===== src/rtl/led_peripheral_blink.sv =====
// Memory-mapped LED register with per-LED blink engine and toggle writes.
// Define LED_PWM_EN to add global PWM dimming via the DUTY register at 0x14.
module led_peripheral_blink #(
  parameter int unsigned NUM_LEDS = 8,
  parameter int unsigned PER_W    = 24,
  parameter int unsigned PWM_W    = 8
) (
  input  logic                clk,
  input  logic                rst_n,
  input  logic                rd_en_i,
  input  logic                wr_en_i,
  input  logic [31:0]         addr_i,
  input  logic [31:0]         data_i,
  output logic [31:0]         data_o,
  output logic [NUM_LEDS-1:0] leds_o
);

  localparam logic [4:0] AddrLedWr  = 5'h00;
  localparam logic [4:0] AddrLedRd  = 5'h04;
  localparam logic [4:0] AddrMask   = 5'h08;
  localparam logic [4:0] AddrPeriod = 5'h0C;
  localparam logic [4:0] AddrToggle = 5'h10;
`ifdef LED_PWM_EN
  localparam logic [4:0] AddrDuty   = 5'h14;
`endif

  logic [NUM_LEDS-1:0] led_reg_q, led_reg_d;
  logic [NUM_LEDS-1:0] mask_q, mask_d;
  logic [PER_W-1:0]    per_q, per_d;
  logic [PER_W-1:0]    cnt_q, cnt_d;
  logic                phase_q, phase_d;
  logic [NUM_LEDS-1:0] leds_q, leds_d;
  logic [NUM_LEDS-1:0] base;
  logic [4:0]          offset;
`ifdef LED_PWM_EN
  logic [PWM_W-1:0]    duty_q, duty_d;
  logic [PWM_W-1:0]    pwm_cnt_q;
`endif

  // Only the low five address bits are decoded; the rest of the bus is ignored.
  logic unused_bits;
  assign unused_bits = ^{addr_i[31:5], data_i};

  assign offset = addr_i[4:0];

  always_comb begin
    led_reg_d = led_reg_q;
    mask_d    = mask_q;
    per_d     = per_q;
    cnt_d     = cnt_q;
    phase_d   = phase_q;
`ifdef LED_PWM_EN
    duty_d    = duty_q;
`endif
    if (per_q == '0) begin
      cnt_d   = '0;
      phase_d = 1'b0;
    end else if (cnt_q == per_q - PER_W'(1)) begin
      cnt_d   = '0;
      phase_d = ~phase_q;
    end else begin
      cnt_d = cnt_q + PER_W'(1);
    end
    // Bus writes are applied last so a PERIOD write overrides a same-cycle wrap.
    if (wr_en_i) begin
      case (offset)
        AddrLedWr:  led_reg_d = data_i[NUM_LEDS-1:0];
        AddrMask:   mask_d    = data_i[NUM_LEDS-1:0];
        AddrPeriod: begin
          per_d   = data_i[PER_W-1:0];
          cnt_d   = '0;
          phase_d = 1'b0;
        end
        AddrToggle: led_reg_d = led_reg_q ^ data_i[NUM_LEDS-1:0];
`ifdef LED_PWM_EN
        AddrDuty:   duty_d    = data_i[PWM_W-1:0];
`endif
        default: ;
      endcase
    end
  end

  assign base = led_reg_q & ~(mask_q & {NUM_LEDS{phase_q}});

`ifdef LED_PWM_EN
  assign leds_d = base & {NUM_LEDS{pwm_cnt_q < duty_q}};
`else
  assign leds_d = base;
`endif

  always_ff @(posedge clk or negedge rst_n) begin
    if (!rst_n) begin
      led_reg_q <= '0;
      mask_q    <= '0;
      per_q     <= '0;
      cnt_q     <= '0;
      phase_q   <= 1'b0;
      leds_q    <= '0;
    end else begin
      led_reg_q <= led_reg_d;
      mask_q    <= mask_d;
      per_q     <= per_d;
      cnt_q     <= cnt_d;
      phase_q   <= phase_d;
      leds_q    <= leds_d;
    end
  end

`ifdef LED_PWM_EN
  always_ff @(posedge clk or negedge rst_n) begin
    if (!rst_n) begin
      duty_q    <= '0;
      pwm_cnt_q <= '0;
    end else begin
      duty_q    <= duty_d;
      pwm_cnt_q <= pwm_cnt_q + PWM_W'(1);
    end
  end
`endif

  assign leds_o = leds_q;

  always_comb begin
    data_o = 32'h0;
    if (rd_en_i) begin
      case (offset)
        AddrLedRd:  data_o = 32'(led_reg_q);
        AddrMask:   data_o = 32'(mask_q);
        AddrPeriod: data_o = 32'(per_q);
`ifdef LED_PWM_EN
        AddrDuty:   data_o = 32'(duty_q);
`endif
        default:    data_o = 32'h0;
      endcase
    end
  end

endmodule


===== config.mk =====
export PLATFORM = sky130hd
export DESIGN_NAME = led_peripheral_blink
export DESIGN_NICKNAME = d
export VERILOG_FILES = /design/src/rtl/led_peripheral_blink.sv
export SDC_FILE = /design/constraint.sdc
export NUM_CORES = 1
export LEC_CHECK = 0
export CORE_MARGIN = 1
export CORE_UTILIZATION = 50
export DETAILED_ROUTE_END_ITERATION = 6
export GPL_TIMING_DRIVEN = 1
export PLACE_DENSITY = 0.78
export SLEW_MARGIN = 0
export SYNTH_ARGS = -nofsm -noshare
export SYNTH_HDL_FRONTEND = slang
export SYNTH_SLANG_ARGS = --single-unit

===== constraint.sdc =====
create_clock -name clk -period 6.7 [get_ports clk]
set_input_delay 2.01 -clock clk [delete_from_list [all_inputs] [get_ports clk]]
set_output_delay 2.01 -clock clk [all_outputs]
set_load 0.05 [all_outputs]

---- Word-level counts from Yosys, hierarchy flattened ----
Index checks and enable logic that the tools add are counted.
operators by class
  muxes and demuxes ....................... 11
  bitwise gates (word level) .............. 5
  add/sub/neg operators ................... 2
  equality and inequality tests ........... 5
  reductions and logical operators ........ 6
operators with widths
  cell                                                                   count
  24-bit two-way mux                                                     5
  24-bit one-hot mux with 3 select lines                                 1
  24-bit by 1-bit adder with 24-bit output (second input constant)       1
  24-bit == test                                                         1
  24-bit zero test                                                       1
  24-bit by 1-bit subtractor with 24-bit output (second input constant)  1
  8-bit AND                                                              2
  8-bit one-hot mux with 2 select lines                                  1
  5-bit by 4-bit == test with 1-bit output (second input constant)       2
  8-bit NOT                                                              1
  8-bit bitwise XOR                                                      1
  2-bit AND reduction                                                    3
  5-bit by 3-bit == test with 1-bit output (second input constant)       1
  5-bit == test (second input constant)                                  1
  5-bit zero test                                                        1
  1-bit two-way mux                                                      4
  2-bit nonzero test                                                     1
  1-bit NOT                                                              1
word-level totals
  logic and storage cells ................. 35
  output and inout bits ................... 40
  bits in registers ....................... 73

---- Longest topological paths before layout ----
  depth after elaboration ................. 6
  mapped depth ............................ 10
  mapped depth without buffers ............ 9

---- Worst setup path before layout ----
No wires, ideal clock.
  kind .................................... input to output
  from .................................... in addr_i[4]
  to ...................................... out data_o[0]
  cell stages on the path ................. 6
  path buffers ............................ 2
  arrival time ............................ 3534 ps
  slack ................................... 1156 ps
  cell sequence ........................... clkbuf_1 nor2_1 nand2_1 or3_1 clkbuf_1 nor2_1
between the ends
  longest elaborated chain between the ends .. 3
RTL lines
  what                                                                                                  line  source
  start, declared                                                                                       12    input logic [31:0] addr_i,
  5-bit by 4-bit == test with 1-bit output or 5-bit by 3-bit == test with 1-bit output (tied branches)  126   case (offset)
  24-bit one-hot mux with 3 select lines *                                                              126
  24-bit two-way mux *                                                                                  125   if (rd_en_i) begin
  end, declared                                                                                         14    output logic [31:0] data_o,
Every way passes the cells marked *; elsewhere a longest branch is shown, timed or not.

---- Worst setup path in the final report ----
  from .................................... in addr_i[1]
  to ...................................... out data_o[2]
The elaborated chain is that of the path after synthesis.

==> metrics.yaml <==
sta:
  rsz0062_at_grt: "false"
  slew_viol_final: 0
  finClkSkew_ps: 16.7
  finalHoldViolCount: 0
  min_period_over_period_pct: 92.3
  min_period_ps: 6180
  setup_viol: 0
  fin_setup_tns_ps: 0
  max_freq_mhz: 162
  relSlewSlack_pct: 39.3
  worst_pin_slew_ps: 911
clock_network:
  cts_resized: 0
  insertion_delay_ps: 370
  cts_hold_buf: 0
  cts.clk_slew.worst_paths_ps: 90
  cts_buffers: 9
  tritoncts: "done"
  cts_htree_levels: 3
  cts_max_path_buffers: 2
  cts_root_buffer: "clkbuf_8"
  post_cts_buffers: 0
  cts.sinks: 73
placement:
  port_buffers: 64
  post_dp_cell_area_um2: 5380
  placedCellCount: 626
  dp_hpwl_um: 7940
  place_congestion: 0.888
grt:
  antenna_found_initial: 0
  grt_pass1_vias: 3747
  grt_usage_pct: 24.0
  overflow: 0
  grt_max_degree: 74
  grt_pass1_wl_um: 18300
yosys:
  synth-edff-count: 0
  synth_area_per_cell_um2: 9.58
  yosys_warnings: 0
  ys.flop_type: "dfrtp_1"
  syn_inst: 480
  synth_area_um2: 4600
  ys_seq_area_share_pct: 39.7
  ys_ff_latch: 73
  synth.distinct_cells: 59
  async_flop_share_pct: 100
setup_path:
  critPathTopFamily: "buffers and inverters"
  critPathRequiredTime_ps: 4690
  regToRegSetupSlack_ps: 3250
  regToRegEndpoint: "phase_q"
  cp_max_fo: 8
  arrival_ps: 4170
  cp_slowest_cell: "clkdlybuf4s50_1"
  regToRegStartpoint: "per_q[3]"
  reg2reg_depth: 7
  crit_path_end_kind: "output port"
  start_kind: "input pin"
  cp_cell_sequence: "clkdlybuf4s50_1 > nor2_1 > nand2_1 > or3_1 > nor2_1 > clkdlybuf4s50_1"
  cp.buffers_inverters: 2
  critPathKind: "in2out"
  critical_path.max_stage_delay_ps: 800
routing:
  drc: 6
  drt_iter0_drc: 265
  firstDrtPassIters: 7
  avgViaCountPerCell: 5.91
  via_count: 3797
  wl_um: 10800
  wl_per_cell_um: 16.9
  ant_nets: 0
run_status:
  status: "finished with violations"
  violations: "design-rule violations"
floorplanning:
  core-area_um2: 8810
  ios: 108
  start_util_pct: 52.2
  die_area_um2: 9590
  fp.dieH_um: 97.9
  fp-row-count: 34
  die_w_um: 97.9
min_path:
  hp-start: "mask_q[0]"
  hold_path_class: "reg2reg"
  hold_end: "leds_o[0]"
  holdPathStages: 1
layout:
  utilization_pct: 63.3
  fillers: 699
  stdcell_count: 642
  area.growth.synth_to_final_pct: 21.3
  final_nets: 599
  antenna-diode-count: 0
  fin_area_um2: 5580
  layout-drive-gt1-share_pct: 21.3
pwr:
  p_per_area_nw_per_um2: 282
  p_leak_nw: 2.28
  finalPower_mw: 1.57
  irDropWorstVdd_v: 0.000190
job:
  drv_cap: 0
flip-flops by register name, summed over array words and instances, names as in the netlist:
| signal | count |
|---|---|
| mask_q | 8 |
| led_reg_q | 8 |
| phase_q | 1 |
| cnt_q | 24 |
| per_q | 24 |
| leds_o | 8 |
cells in the mapped netlist, types with 8 or more instances:
cell type	instances	area share (%)
a21boi_0	9	1.5
nor3_2	20	4.4
dfrtp_1	73	40
and2_1	14	1.9
xnor2_1	23	4.4
or4_1	8	1.3
o21ai_0	14	1.5
nor4_1	11	1.5
nor2_1	41	3.3
mux2_2	35	8.6
inv_1	10	0.82
nand3_1	16	1.7
nor3_1	16	1.7
a21oi_1	12	1.3
xor2_1	25	4.8
a22oi_1	11	1.8
nand2_1	23	1.9
clkbuf_1	26	2.1
nand4_1	12	1.6
buf_4	8	1.3
per-stage QoR:
stage / hold WS, ps / worst slack [ps]
6_report: 477 / 516
5_1_grt: 507 / 375
4_1_cts: 479 / 498
3_5_place_dp: 477 / 505
3_3_place_gp: 465 / 528
2_1_floorplan: 442 / 1160
layout by cell type (no fill, tap or decap), types with 12 or more instances in the layout:
cell             count
xnor2_1             23
clkdlybuf4s50_1     43
nand4_1             12
nand2_1             23
nor2_1              41
buf_12              13
dfrtp_1             73
xor2_1              25
buf_4               16
nor3_2              21
o21ai_0             14
mux2_2              35
nor3_1              15
and2_1              14
nand3_1             16
a21oi_1             12
how the worst max path moves through the flow:
| stage | from | endpoint | slack [ps] | cells after the start |
|---|---|---|---|---|
| floorplan | addr_i[4] | data_o[0] | 1160 | 6 |
| global placement | addr_i[4] | data_o[2] | 530 | 6 |
| detailed placement | addr_i[4] | data_o[2] | 500 | 6 |
| CTS | addr_i[4] | data_o[2] | 500 | 6 |
| global route | addr_i[1] | data_o[2] | 380 | 6 |
| finish | addr_i[1] | data_o[2] | 520 | 6 |
power breakdown:
| group | switching (mW) | internal (mW) | total [mW] | leakage [nW] |
|---|---|---|---|---|
| Combinational | 0.268 | 0.242 | 0.510 | 1.26 |
| Sequential | 0.167 | 0.538 | 0.704 | 0.922 |
| Clock | 0.181 | 0.175 | 0.356 | 0.100 |
layout make-up:
cell class / instances / area, µm² / area share (%)
multi-input combinational: 362 / 2560 / 45.9
tap: 108 / 135 / 2.42
sequential: 73 / 1830 / 32.8
timing repair buffer: 73 / 816 / 14.6
clock buffer: 9 / 124 / 2.22
clock inverter: 7 / 77.6 / 1.39
inverter: 10 / 37.5 / 0.673
metal layers:
metal,up-vias,track usage [%],wire length (µm)
met5,-,0,0
met4,0,8.28,108
met3,12,4.44,641
met2,114,37.2,5040
met1,1869,33.8,5050
li1,1802,-,-
cell families (layout without fill, tap and decap cells):
family                     after synthesis  count (layout)  share of synthesized area (%)
DFF                                     73              73                           39.7
AOI/OAI and AO/OA                       69              69                           10.3
adders and majority gates                2               2                          0.544
other                                    1               8                         0.0815
xor gates and xnor gates                48              48                           9.14
buffers and inverters                   52              99                           5.28
muxes                                   39              39                           9.44
and+or+nand+nor                        196             196                           25.5
Note: power is estimated with default switching activity, not from simulation.
